--- config.mk ---
export PLATFORM = sky130hd
export DESIGN_NAME = floor_request_queue
export DESIGN_NICKNAME = d
export VERILOG_FILES = /design/src/rtl/floor_request_queue.sv
export SDC_FILE = /design/constraint.sdc
export NUM_CORES = 1
export LEC_CHECK = 0
export CAP_MARGIN = 20
export CORE_MARGIN = 2
export CORE_UTILIZATION = 43
export CTS_CLUSTER_DIAMETER = 80
export DETAILED_ROUTE_END_ITERATION = 8
export HOLD_SLACK_MARGIN = 0.02
export PLACE_DENSITY_LB_ADDON = 0.25
export SLEW_MARGIN = 20
export SYNTH_ARGS = -nofsm -noshare
export SYNTH_HDL_FRONTEND = slang
export SYNTH_SLANG_ARGS = --single-unit
--- constraint.sdc ---
create_clock -name clock -period 5.1 [get_ports clock]
set_input_delay 1.02 -clock clock [delete_from_list [all_inputs] [get_ports clock]]
set_output_delay 1.02 -clock clock [all_outputs]
set_load 0.005 [all_outputs]
--- src/rtl/floor_request_queue.sv ---
// Floor-call FIFO with duplicate suppression and MMIO head/status/pop/clear for the elevator CPU.
// Optional macro FRQ_IRQ_EN adds a one-cycle irq output when the queue goes from empty to non-empty.
module floor_request_queue #(
  parameter int unsigned FLOORS    = 4,
  parameter int unsigned DEPTH     = 4,
  parameter logic [31:0] BASE_ADDR = 32'd4100
) (
  input  logic              clock,
  input  logic              reset,
  input  logic [FLOORS-1:0] req_pulse,
  input  logic [31:0]       mem_addr,
  input  logic              mem_wren,
  input  logic [31:0]       mem_data_in,
  output logic [31:0]       rd_data,
  output logic              rd_hit,
  output logic [FLOORS-1:0] pending_mask,
  output logic              empty,
  output logic              full,
`ifdef FRQ_IRQ_EN
  output logic              irq,
`endif
  output logic              overflow
);

  localparam int unsigned FW = $clog2(FLOORS + 1);
  localparam int unsigned AW = (DEPTH > 1) ? $clog2(DEPTH) : 1;
  localparam int unsigned CW = AW + 1;

  logic [FW-1:0]     r_fifo [DEPTH];
  logic [AW-1:0]     r_rd_ptr, r_wr_ptr;
  logic [CW-1:0]     r_count;
  logic [FLOORS-1:0] r_arrived;
  logic [FLOORS-1:0] r_pending;
  logic              r_overflow;
  logic              r_empty, r_full;
  logic [31:0]       r_rd_data;
  logic              r_rd_hit;

  logic              w_unused_data;
  logic              w_is_head, w_is_status, w_clear, w_pop;
  logic [FW-1:0]     w_head;
  logic [FLOORS-1:0] w_serv, w_pop_mask, w_pend_after;
  logic [FW-1:0]     w_k;
  logic              w_found, w_dup, w_push, w_ovf_set;
  logic [CW-1:0]     w_cnt_after, w_count_next;
  logic [31:0]       w_rd_next, w_status;
  logic              w_hit_next;

  assign w_unused_data = ^mem_data_in;

  assign w_is_head   = ~mem_wren && (mem_addr == BASE_ADDR);
  assign w_is_status = ~mem_wren && (mem_addr == BASE_ADDR + 32'd1);
  assign w_clear     =  mem_wren && (mem_addr == BASE_ADDR + 32'd3);
  assign w_pop       =  mem_wren && (mem_addr == BASE_ADDR + 32'd2) && (r_count != '0);
  assign w_head      = r_fifo[r_rd_ptr];

  // Lowest arrived floor is serviced this cycle; pop mask isolates the head's pending bit.
  always_comb begin
    w_serv     = '0;
    w_k        = '0;
    w_found    = 1'b0;
    w_pop_mask = '0;
    for (int i = 0; i < int'(FLOORS); i++) begin
      if (r_arrived[i] && !w_found) begin
        w_found   = 1'b1;
        w_serv[i] = 1'b1;
        w_k       = FW'(i + 1);
      end
      w_pop_mask[i] = w_pop && (w_head == FW'(i + 1));
    end
  end

  // Dedup and fullness are judged after any same-cycle pop; clear overrides both.
  always_comb begin
    w_pend_after = r_pending & ~w_pop_mask;
    w_cnt_after  = r_count - CW'(w_pop);
    w_dup        = (w_pend_after & w_serv) != '0;
    w_push       = w_found && !w_clear && !w_dup && (w_cnt_after != CW'(DEPTH));
    w_ovf_set    = w_found && !w_clear && !w_dup && (w_cnt_after == CW'(DEPTH));
    w_count_next = w_clear ? '0 : (w_cnt_after + CW'(w_push));
  end

  always_comb begin
    w_status         = '0;
    w_status[7:0]    = 8'(r_count);
    w_status[8]      = r_overflow;
    w_status[8+FLOORS:9] = r_pending;
    w_rd_next        = '0;
    w_hit_next       = 1'b0;
    if (w_is_head) begin
      w_hit_next = 1'b1;
      w_rd_next  = (r_count == '0) ? 32'd0 : 32'(w_head);
    end else if (w_is_status) begin
      w_hit_next = 1'b1;
      w_rd_next  = w_status;
    end
  end

  always_ff @(posedge clock or negedge reset) begin
    if (!reset) begin
      for (int i = 0; i < int'(DEPTH); i++) r_fifo[i] <= '0;
      r_rd_ptr   <= '0;
      r_wr_ptr   <= '0;
      r_count    <= '0;
      r_arrived  <= '0;
      r_pending  <= '0;
      r_overflow <= 1'b0;
      r_empty    <= 1'b1;
      r_full     <= 1'b0;
      r_rd_data  <= '0;
      r_rd_hit   <= 1'b0;
    end else begin
      r_rd_data <= w_rd_next;
      r_rd_hit  <= w_hit_next;
      r_count   <= w_count_next;
      r_empty   <= (w_count_next == '0);
      r_full    <= (w_count_next == CW'(DEPTH));
      if (w_clear) begin
        r_rd_ptr   <= '0;
        r_wr_ptr   <= '0;
        r_arrived  <= req_pulse;
        r_pending  <= '0;
        r_overflow <= 1'b0;
      end else begin
        if (w_push) begin
          r_fifo[r_wr_ptr] <= w_k;
          r_wr_ptr         <= r_wr_ptr + AW'(1);
        end
        if (w_pop) r_rd_ptr <= r_rd_ptr + AW'(1);
        r_arrived  <= (r_arrived & ~w_serv) | req_pulse;
        r_pending  <= w_pend_after | (w_push ? w_serv : '0);
        r_overflow <= r_overflow | w_ovf_set;
      end
    end
  end

`ifdef FRQ_IRQ_EN
  logic r_irq;
  always_ff @(posedge clock or negedge reset) begin
    if (!reset) r_irq <= 1'b0;
    else        r_irq <= (r_count == '0) && (w_count_next != '0);
  end
  assign irq = r_irq;
`endif

  assign rd_data      = r_rd_data;
  assign rd_hit       = r_rd_hit;
  assign pending_mask = r_pending;
  assign empty        = r_empty;
  assign full         = r_full;
  assign overflow     = r_overflow;

endmodule

; Word level (Yosys, flattened, before mapping)
; Cells that the tools add are included.
[totals]
word_cells = 104
register_bits = 63
in_bits = 71
[classes]
reduce_logical = 29
n_lt_le_gt_ge = 3
mux = 31
n_eq_ne = 11
addsub = 4
bitwise_logic = 12
[op_table]
columns = operator, count
row1 = "32-bit by 13-bit == test with 1-bit output, second input constant", 4
row2 = 13-bit 2-to-1 mux, 2
row3 = 3-bit 2-to-1 mux, 7
row4 = 1-bit logical AND, 17
row5 = 4-bit AND, 3
row6 = 12-bit bitwise mux, 1
row7 = 4-bit 2-to-1 mux, 3
row8 = 1-bit 2-to-1 mux, 11
row9 = 2-bit 2-to-1 mux, 5
row10 = "3-bit == test, second input constant", 3
row11 = 4-bit inverter, 2
row12 = 4-bit OR, 2
row13 = 3-bit binary-select mux with 2-bit select, 1
row14 = 3-bit demux with 2-bit select, 1
row15 = "3-bit by 2-bit == test with 1-bit output, second input constant", 2
row16 = "3-bit >= comparator, second input constant", 2
row17 = 3-bit zero test, 2
row18 = 2-bit inverter with 3-bit output, 2
row19 = 1-bit zero test, 5
row20 = "2-bit by 1-bit adder with 2-bit output, second input constant", 2
row21 = 2-bit nonzero test, 2
row22 = 4-bit nonzero test, 1
row23 = 3-bit by 1-bit adder with 3-bit output, 1
row24 = "3-bit by 1-bit == test with 1-bit output, second input constant", 1
row25 = other kinds (7), 8

; Logic depth before layout (Yosys ltp)
; Gate-level depths: netlist of run 1.
[logic_depth]
ltp_word = 18
mapped_depth = 12
depth_no_buf = 10

; Worst setup path before layout of run 1
; No wires, ideal clock.
[synth_timing]
kind = input to register
from = input mem_addr[19]
to = register r_full, in the netlist full
arrival_time_ns = 3.422
setup_ns = 0.088
path_slack_ns = 1.590
path_stages = 11
cell_sequence = nor4_1 > nand4_1 > nor3_2 > a31oi_1 > or4_1 > buf_6 > nor2_1 > ha_1 > xor2_1 > and2_1 > nor3b_1
[synth_between]
elab_chain_cells = 14
word_cells_on_any_way = 23
classes_between = add/sub: 2 / eq/ne: 4 / mux: 1 / bitwise: 3 / reduce/logical: 13
[synth_rtl]
columns = item, line
row1 = start: declaration, 11  ; input logic [31:0] mem_addr,
row2 = 32-bit by 13-bit == test with 1-bit output, 54  ; assign w_pop = mem_wren && (mem_addr == BASE_ADDR + 32'd2) && (r_count != '0);
row3 = 1-bit logical AND (2 in series), 54
row4 = 1-bit logical AND, 69  ; w_pop_mask[i] = w_pop && (w_head == FW'(i + 1));
row5 = 4-bit inverter, 75  ; w_pend_after = r_pending & ~w_pop_mask;
row6 = 4-bit AND, 75
row7 = 4-bit AND, 77  ; w_dup = (w_pend_after & w_serv) != '0;
row8 = 4-bit nonzero test, 77
row9 = 1-bit zero test, 78  ; w_push = w_found && !w_clear && !w_dup && (w_cnt_after != CW'(DEPTH));
row10 = 1-bit logical AND (2 in series), 78
row11 = 3-bit by 1-bit adder with 3-bit output, 80  ; w_count_next = w_clear ? '0 : (w_cnt_after + CW'(w_push));
row12 = 3-bit 2-to-1 mux (*), 80
row13 = via w_count_next[2], 45  ; logic [CW-1:0] w_cnt_after, w_count_next;
row14 = 3-bit == test (*), 117  ; r_full <= (w_count_next == CW'(DEPTH));
row15 = end signal: assignment, 117
row16 = end: declaration, 35  ; logic r_empty, r_full;
; The timed path passes the listed nets; every way through them passes the cells marked *.
; A chain may end at the register's enable or synchronous reset.

; Worst setup path after layout of run 1
[layout_timing]
from = input mem_addr[18]
to = register r_full, in the netlist full
; Same word-level chain as after synthesis.

==> results of run 1 <==
## worst max-delay path, cell delays in order
cell and delay (ns):
clkdlybuf4s50_1 0.39, nor4_1 0.35, nand4_1 0.29, nor3_2 0.59, a31oi_1 0.15, or4_1 0.60
nor2_1 0.13, ha_1 0.16, xor2_1 0.18, and2_1 0.16, nor3b_1 0.18
## cells by family (layout without fill, tap and decap cells)
group	Yosys count	after routing
and+or+nand+nor	73	73
buffers and inverters	41	76
DFF	39	39
AOI/OAI and AO/OA	20	20
muxes	18	18
adders and majority gates	7	7
xor gates and xnor gates	4	4
other	1	24
## routing by layer
metal | track usage (%) | wire length, um | up-vias
met3 | 3.21 | 160 | 7
met1 | 21.2 | 1950 | 769
met2 | 29.2 | 2250 | 42
met5 | 0 | 0 | -
met4 | 5.26 | 53 | 0
li1 | - | - | 777
## cell type report
class | instances | area (um2) | share of cell area, %
Timing Repair Buffer | 55 | 543 | 19.6
Multi-Input combinational cell | 146 | 1030 | 37.4
Sequential cell | 39 | 977 | 35.3
Tap cell | 67 | 83.8 | 3.03
Clock inverter | 1 | 5.00 | 0.181
Clock buffer | 7 | 76.3 | 2.76
Inverter | 13 | 48.8 | 1.76
## where the power goes
part           leakage (uW)  total, uW  switching (uW)  internal, uW
Sequential         0.000495        349            21.5           327
Combinational      0.000748        132            62.0          70.1
Clock             0.0000422        199             103          96.0
Total               0.00129        680             187           493
## synthesized netlist by cell type, types with 2 or more instances
cell type	n
nand3_1	11
inv_1	13
buf_4	24
dfrtp_1	38
nor2_1	13
a21oi_1	2
mux4_2	2
nand2_1	13
nor3_1	3
o221a_2	3
xor2_1	3
buf_6	2
o21ai_0	2
mux2_1	4
o21ai_1	3
mux2_2	8
nor4b_2	2
nor4_1	6
ha_1	7
mux2i_1	3
or3_1	2
clkbuf_1	2
and3_1	5
nand4_1	2
a31oi_1	3
nor2_4	4
and2_1	4
o31ai_1	3
## sequential cells by signal, summed over array words and instances (netlist names)
signal / cells
pending_mask: 4
r_fifo: 12
r_rd_ptr: 2
r_wr_ptr: 2
rd_data: 8
overflow: 1
r_arrived: 4
full: 1
empty: 1
r_count: 3
rd_hit: 1
## metrics by stage
step           setup WS (ns)  hold WS [ns]  instances  util, %  total power, uW
2_1_floorplan           1.59         0.449        226        -              434
3_3_place_gp           0.864         0.459        320     55.8              486
3_5_place_dp           0.786         0.470        320     55.8              488
4_1_cts                 1.07         0.486        328     57.5              689
5_1_grt                0.783         0.506        328     57.5              718
6_report                1.10         0.483        328     57.5              680
## worst min path at each step
stage	start	endpoint	depth (start not counted)
2_1_floorplan	r_fifo[8]	r_fifo[8]	1
3_3_place_gp	r_fifo[5]	r_fifo[5]	1
3_5_place_dp	r_fifo[8]	r_fifo[8]	1
4_1_cts	r_fifo[8]	r_fifo[8]	1
5_1_grt	r_fifo[11]	r_fifo[11]	1
6_report	r_fifo[8]	r_fifo[8]	1
==> results.txt, run 1 <==
CTS max path bufs - 2
RSZ-0062 raised after global routing - no
fin nets - 338
Warnings, synthesis - 0
Site Rows - 25
Worst EP required - 5.30 ns
reg-to-reg slack, setup - 2.00 ns
via count - 1595
top cells by area, synth - dfrtp_1 44%, buf_4 8.2%, mux2_2 4.1%
most frequent cells in the layout - 53 x clkdlybuf4s50_1, 38 x dfrtp_1, 24 x conb_1
Synth-to-Final Area Change - 26.7%
Fin Setup TNS - 0 ns
sequential area share after synthesis - 44.7%
fraction of layout cells with a size suffix above 1 - 13.0%
top_reg_cell synth - dfrtp_1
Final Cycle Share - 78.5%
Hold Crit Class - reg -> reg
Post-Synth XOR/XNOR Area - 1.60%
core area - 4820 um2
biggest area consumer among synthesized cells - dfrtp_1
post-synthesis adder-cell area fraction - 4.01%
die width - 75.3 um
Tightest Pin Transition - 0.861 ns
FF+latch count, synth - 39
H-tree depth - 2
Skew-Pair Late Insertion Delay - 0.29 ns
crit end category - flip-flop
Lkg Pwr - 0.00129 uW
Pre-Repair DR Iteration Count - 4
fin crit period - 4.00 ns
Worst setup endpoint - full
EDFF count, synth - 0
compound-cell area share of the yosys netlist - 6.76%
number of library cell types mapped by synthesis - 44
reg2reg path depth - 10
ys async rst share - 100%
CTS tree - built
antenna cells - 0
Max Slew Vio Count - 0
CTS-repair resized insts - 0
PwrDens - 246 nW/um2
# DRC - 0
Final setup viols - 0
Critical Path Fanout Max - 10
vias in the first global route - 1531
Fillers - 436
Final Hold Viols - 0
commonest non-fill, non-tap cell in the layout - clkdlybuf4s50_1
Post-CTS Setup Repair Bufs - 0
Num Clock Sinks - 39
Avg Cell Area, Syn - 10.8 um2
io pins - 111
largest net degree at the start of global routing - 40
Worst Skew - 0.0102 ns
maximum vdd ir drop - 0.160 mV
placed cell areas - 2690 um2
Clock transition at path regs - 0.07 ns
synthesized cell area - 2180 um2
total gr overflow - 0
multiplexer share of the synthesized area - 10.8%
crit start category - input port
initial antenna violation count - 0
vias per cell - 4.86
total CTS buffers - 5
cells after synthesis - 203
reg2reg start - r_rd_ptr[0]
Port-buffer cells - 54
die area - 5670 um2
clk root buf - clkbuf_8
status - finished, final reports clean
Crit. Startpoint - mem_addr[18]
# hold bufs at CTS - 0
MaxCap Viol Count - 0
RR Endpoint - full
all-layer global routing usage - 16.8%
fin area - 2770 um2
global-route wire length before repair - 7150 um
initial DRC count - 112
Post-DRT Antenna Nets - 0
Post-Route WL - 4410 um
Max Clk Rate - 250 MHz
WP data arrival - 4.20 ns
largest family of logic cells by synthesized area - simple AND/OR/NAND/NOR gates
gpl congestion - 0.785
crit path kind - in -> reg
post-synth top area share - 43.5%
chip height - 75.3 um
Post-Synth Simple-Gate Area - 20.0%
slew margin rel. - 42.6%
Post-DP HPWL - 3440 um
Starting Density - 45.4%
drt wl/cell - 13.5 um
Note: power is estimated with default switching activity, not from simulation.
==> run 2: changes to the inputs <==
--- a/config.mk
+++ b/config.mk
@@ -7,7 +7,7 @@
 export LEC_CHECK = 0
 export CAP_MARGIN = 20
 export CORE_MARGIN = 2
-export CORE_UTILIZATION = 43
+export CORE_UTILIZATION = 36
 export CTS_CLUSTER_DIAMETER = 80
 export DETAILED_ROUTE_END_ITERATION = 8
 export HOLD_SLACK_MARGIN = 0.02
==> constraint.sdc (replaced) <==
create_clock -name clock -period 3.46 [get_ports clock]
set_input_delay 0.692 -clock clock [delete_from_list [all_inputs] [get_ports clock]]
set_output_delay 0.692 -clock clock [all_outputs]
set_load 0.005 [all_outputs]
==> results.txt, run 2 (synthesis results as in run 1) <==
Num Clock Sinks - 39
reg2reg start - r_rd_ptr[0]
# DRC - 0
Critical Path Fanout Max - 6
RSZ-0062 raised after global routing - no
# hold bufs at CTS - 0
status - finished, final reports clean
drt wl/cell - 13.1 um
CP max-delay cell - clkdlybuf4s50_1
crit start category - input port
Max Clk Rate - 303 MHz
hold path cells - 1
Hold EP - r_fifo[5]
Final Hold Viols - 0
Worst EP required - 3.63 ns
MaxCap Viol Count - 0
chip height - 81.9 um
Clock transition at path regs - 0.07 ns
largest net degree at the start of global routing - 40
Critical path buffers and inverters - 3
antenna cells - 0
global-route wire length before repair - 7560 um
final cell count without fillers - 347
reg-to-reg slack, setup - 0.41 ns
commonest non-fill, non-tap cell in the layout - clkdlybuf4s50_1
die area - 6710 um2
Tightest Pin Transition - 0.855 ns
CTS max path bufs - 2
fin area - 2900 um2
fin crit period - 3.31 ns
total gr overflow - 0
Post-CTS Setup Repair Bufs - 0
H-tree depth - 2
CP Cell Sequence - clkdlybuf4s50_1, nor4_1, nand4_1, nor3_2, buf_4, buf_4, ha_1, ha_1, xor2_1, nand3_1, nand2_1, nor2_4, mux2_1
CP delay by family, top - simple AND/OR/NAND/NOR gates
Post-DP HPWL - 3630 um
Max Slew Vio Count - 0
Lkg Pwr - 0.00136 uW
Most flops, register - r_fifo
reg2reg path depth - 10
Synth-to-Final Area Change - 32.6%
vias per cell - 4.62
placed cell areas - 2780 um2
all-layer global routing usage - 15.1%
Fillers - 550
core area - 5890 um2
initial DRC count - 67
Site Rows - 28
Post-DRT Antenna Nets - 0
die width - 81.9 um
Worst Skew - 0.00839 ns
placed cells - 339
PwrDens - 381 nW/um2
maximum vdd ir drop - 0.210 mV
Post-Route WL - 4540 um
max incr delay on CP - 0.40 ns
Hold Crit Start - r_fifo[5]
Pre-Repair DR Iteration Count - 4
via count - 1603
RR Endpoint - full
total chip power - 1100 uW
max reg flops - 12
crit path kind - in -> reg
crit end category - flip-flop
Skew-Pair Late Insertion Delay - 0.30 ns
WP data arrival - 3.48 ns
gpl congestion - 0.816
Final setup viols - 0
CTS tree - built
Fin Setup TNS - 0 ns
most frequent cells in the layout - 53 x clkdlybuf4s50_1, 38 x dfrtp_1, 24 x conb_1
initial antenna violation count - 0
slew margin rel. - 43.0%
io pins - 111
CTS-repair resized insts - 0
vias in the first global route - 1626
Hold Crit Class - reg -> reg
fin nets - 349
clk root buf - clkbuf_8
total CTS buffers - 5
Starting Density - 37.1%
fraction of layout cells with a size suffix above 1 - 17.3%
Port-buffer cells - 54
Final Cycle Share - 95.5%
## run 2: changes by cell type in the layout (fill, tap and decap cells not counted), sizes merged
cell and delta:
buf +11, bufinv +1, clkbuf -1
## run 2: worst max path at each step
stage,from,end,slack [ns],depth (start not counted)
4_1_cts,mem_addr[18],r_fifo[8],0.12,13
5_1_grt,mem_addr[25],r_fifo[8],0.02,13
3_3_place_gp,mem_addr[18],r_fifo[11],-0.15,13
6_report,mem_addr[18],r_fifo[8],0.15,13
3_5_place_dp,mem_addr[18],r_fifo[8],-0.17,13
2_1_floorplan,mem_addr[19],full,0.28,11
## run 2: stage by stage
step | hold WS, ns | util [%] | setup slack, ns
floorplan | 0.396 | - | 0.278
global placement | 0.466 | 47.2 | -0.148
detailed placement | 0.471 | 47.2 | -0.166
CTS | 0.489 | 49.2 | 0.124
global route | 0.512 | 49.2 | 0.0161
finish | 0.486 | 49.2 | 0.155
## run 2: cell type report
type / count / area [um2] / area share, %
Multi-Input combinational cell: 146 / 1030 / 35.7
Sequential cell: 39 / 977 / 33.7
Timing Repair Buffer: 66 / 626 / 21.6
Tap cell: 75 / 93.8 / 3.24
Clock buffer: 6 / 82.6 / 2.85
Inverter: 13 / 48.8 / 1.68
Clock inverter: 2 / 35.0 / 1.21
## run 2: metal layers
| metal | wire (um) | share of wire [%] | up-vias | track usage [%] |
|---|---|---|---|---|
| li1 | - | - | 796 | - |
| met1 | 1930 | 43 | 768 | 17.6 |
| met2 | 2360 | 52 | 32 | 26.5 |
| met3 | 179 | 3.9 | 7 | 3.85 |
| met4 | 66 | 1.5 | 0 | 5.50 |
| met5 | 0 | 0 | - | 0 |
## run 2: where the power goes
part           switching, uW  total (uW)  internal [uW]  leakage, uW
Sequential              33.5         516            482     0.000495
Clock                    161         394            233    0.0000612
Combinational           88.7         193            104     0.000802
## run 2: worst register-to-register path, cell delays in order, from the launching register on
cell and delay [ns]:
dfrtp_1 0.48, mux4_2 0.65, nor3b_2 0.22, and4bb_1 0.21, nor2_1 0.05, or4_1 0.54, nor2_1 0.14, ha_1 0.18
xor2_1 0.18, and2_1 0.16, nor3b_1 0.17
==> run 3: changes to the inputs <==
--- a/config.mk
+++ b/config.mk
@@ -6,6 +6,7 @@
 export NUM_CORES = 1
 export LEC_CHECK = 0
 export CAP_MARGIN = 20
+export CORE_ASPECT_RATIO = 1.25
 export CORE_MARGIN = 2
 export CORE_UTILIZATION = 36
 export CTS_CLUSTER_DIAMETER = 80
==> results.txt, run 3 (synthesis results as in run 1) <==
crit path kind - in -> reg
fraction of layout cells with a size suffix above 1 - 18.7%
Post-DRT Antenna Nets - 0
Port-buffer cells - 54
most frequent cells in the layout - 53 x clkdlybuf4s50_1, 38 x dfrtp_1, 24 x conb_1
core area - 5820 um2
WP data arrival - 3.42 ns
Max Slew Vio Count - 0
Tightest Pin Transition - 0.858 ns
MaxCap Viol Count - 0
die width - 73.7 um
CP Cell Sequence - clkdlybuf4s50_1, nor4_2, nand4_1, buf_4, and4bb_1, nor2_1, or4_1, nor2_1, ha_1, xor2_1, and2_1, nor3b_2
CTS tree - built
CP max-delay cell - or4_1
switch share - 26.9%
Worst Skew - 0.00751 ns
final cell count without fillers - 339
global-route wire length before repair - 7710 um
PwrDens - 364 nW/um2
fin nets - 350
die area - 6710 um2
Final Hold Viols - 0
Clk network pwr share - 32.3%
total chip power - 1050 uW
Switch Pwr - 284 uW
antenna cells - 0
all-layer global routing usage - 14.7%
largest net degree at the start of global routing - 40
Max Clk Rate - 313 MHz
pre-CTS WS - -0.141 ns
max reg flops - 12
CTS max path bufs - 2
Fillers - 549
Fin Hold WS - 0.477 ns
Hold Crit Class - reg -> reg
Post-CTS Setup Repair Bufs - 0
Combinational Power Share - 19.0%
# DRC - 0
slew margin rel. - 42.8%
crit end category - flip-flop
fin crit period - 3.20 ns
maximum vdd ir drop - 0.166 mV
placed cells - 331
Skew-Pair Late Insertion Delay - 0.30 ns
H-tree depth - 2
Post-Route WL - 4550 um
setup ws final - 0.261 ns
Lkg Pwr - 0.00136 uW
Most flops, register - r_fifo
CP most frequent cell - nor2_1
clk root buf - clkbuf_8
vias in the first global route - 1609
Num Clock Sinks - 39
drt wl/cell - 13.4 um
status - finished, final reports clean
Synth-to-Final Area Change - 32.8%
Final setup viols - 0
Finished Core Util - 49.8%
via count - 1627
Worst EP required - 3.68 ns
io pins - 111
RSZ-0062 raised after global routing - no
Pre-Repair DR Iteration Count - 4
Internal Power - 771 uW
initial antenna violation count - 0
total CTS buffers - 5
commonest non-fill, non-tap cell in the layout - clkdlybuf4s50_1
max incr delay on CP - 0.56 ns
Final Cycle Share - 92.4%
Clock transition at path regs - 0.07 ns
Post-DP HPWL - 3530 um
sequential power share - 48.7%
gpl congestion - 0.760
initial DRC count - 78
chip height - 91.1 um
total gr overflow - 0
Starting Density - 37.5%
Site Rows - 31
vias per cell - 4.80
crit start category - input port
Critical Path Fanout Max - 4
[run 3: final timing paths]
| path | startpoint | endpoint | slack [ns] | cells past startpoint |
|---|---|---|---|---|
| worst max-delay path | mem_addr[25] | full | 0.26 | 12 |
| worst min-delay path | r_fifo[8] | r_fifo[8] | 0.48 | 1 |
| worst max register to register | r_rd_ptr[0] | full | 0.42 | 10 |
| worst min register to register | r_fifo[8] | r_fifo[8] | 0.48 | 1 |
| max in group asynchronous | reset | r_fifo[4] | 2.42 | 1 |
| min in group asynchronous | reset | rd_hit | 0.50 | 1 |
[run 3: critical path, delay by kind of cell]
family,cells,cell delay (ns)
fa+ha+maj,1,0.16
buf+inv,2,0.61
simple gates,8,1.77
xor+xnor,1,0.18
[run 3: layer usage]
metal | GRT usage (%) | part of all wire [%]
met5 | 0 | 0
met4 | 4.09 | 0.79
met3 | 3.44 | 3.6
met2 | 25.1 | 54
met1 | 18.1 | 41
[run 3: layout make-up]
| cell class | instances | area, um2 | share of cell area (%) |
|---|---|---|---|
| Multi-Input combinational cell | 146 | 1060 | 36.5 |
| Sequential cell | 39 | 977 | 33.7 |
| Timing Repair Buffer | 67 | 633 | 21.8 |
| Clock buffer | 8 | 100 | 3.45 |
| Tap cell | 66 | 82.6 | 2.85 |
| Inverter | 13 | 48.8 | 1.68 |
[run 3: what timing repair did]
item | CTS | global route
hold buffers | 0 | 0
setup endpoints to repair | 0 | 1
resized for setup | 0 | 4
[run 3: power groups by stage]
stage	sequential, uW	clock [uW]	combinational, uW
CTS	514	350	201
global route	518	365	227
global placement	523	0	195
detailed placement	523	0	201
finish	514	341	200
floorplan	516	0	124
[run 3: stage by stage]
step | setup TNS, ns | instance area, um2
finish | 0 | 2900
detailed placement | -0.932 | 2780
global route | 0 | 2900
global placement | -0.557 | 2780
floorplan | 0 | 2270
CTS | 0 | 2880
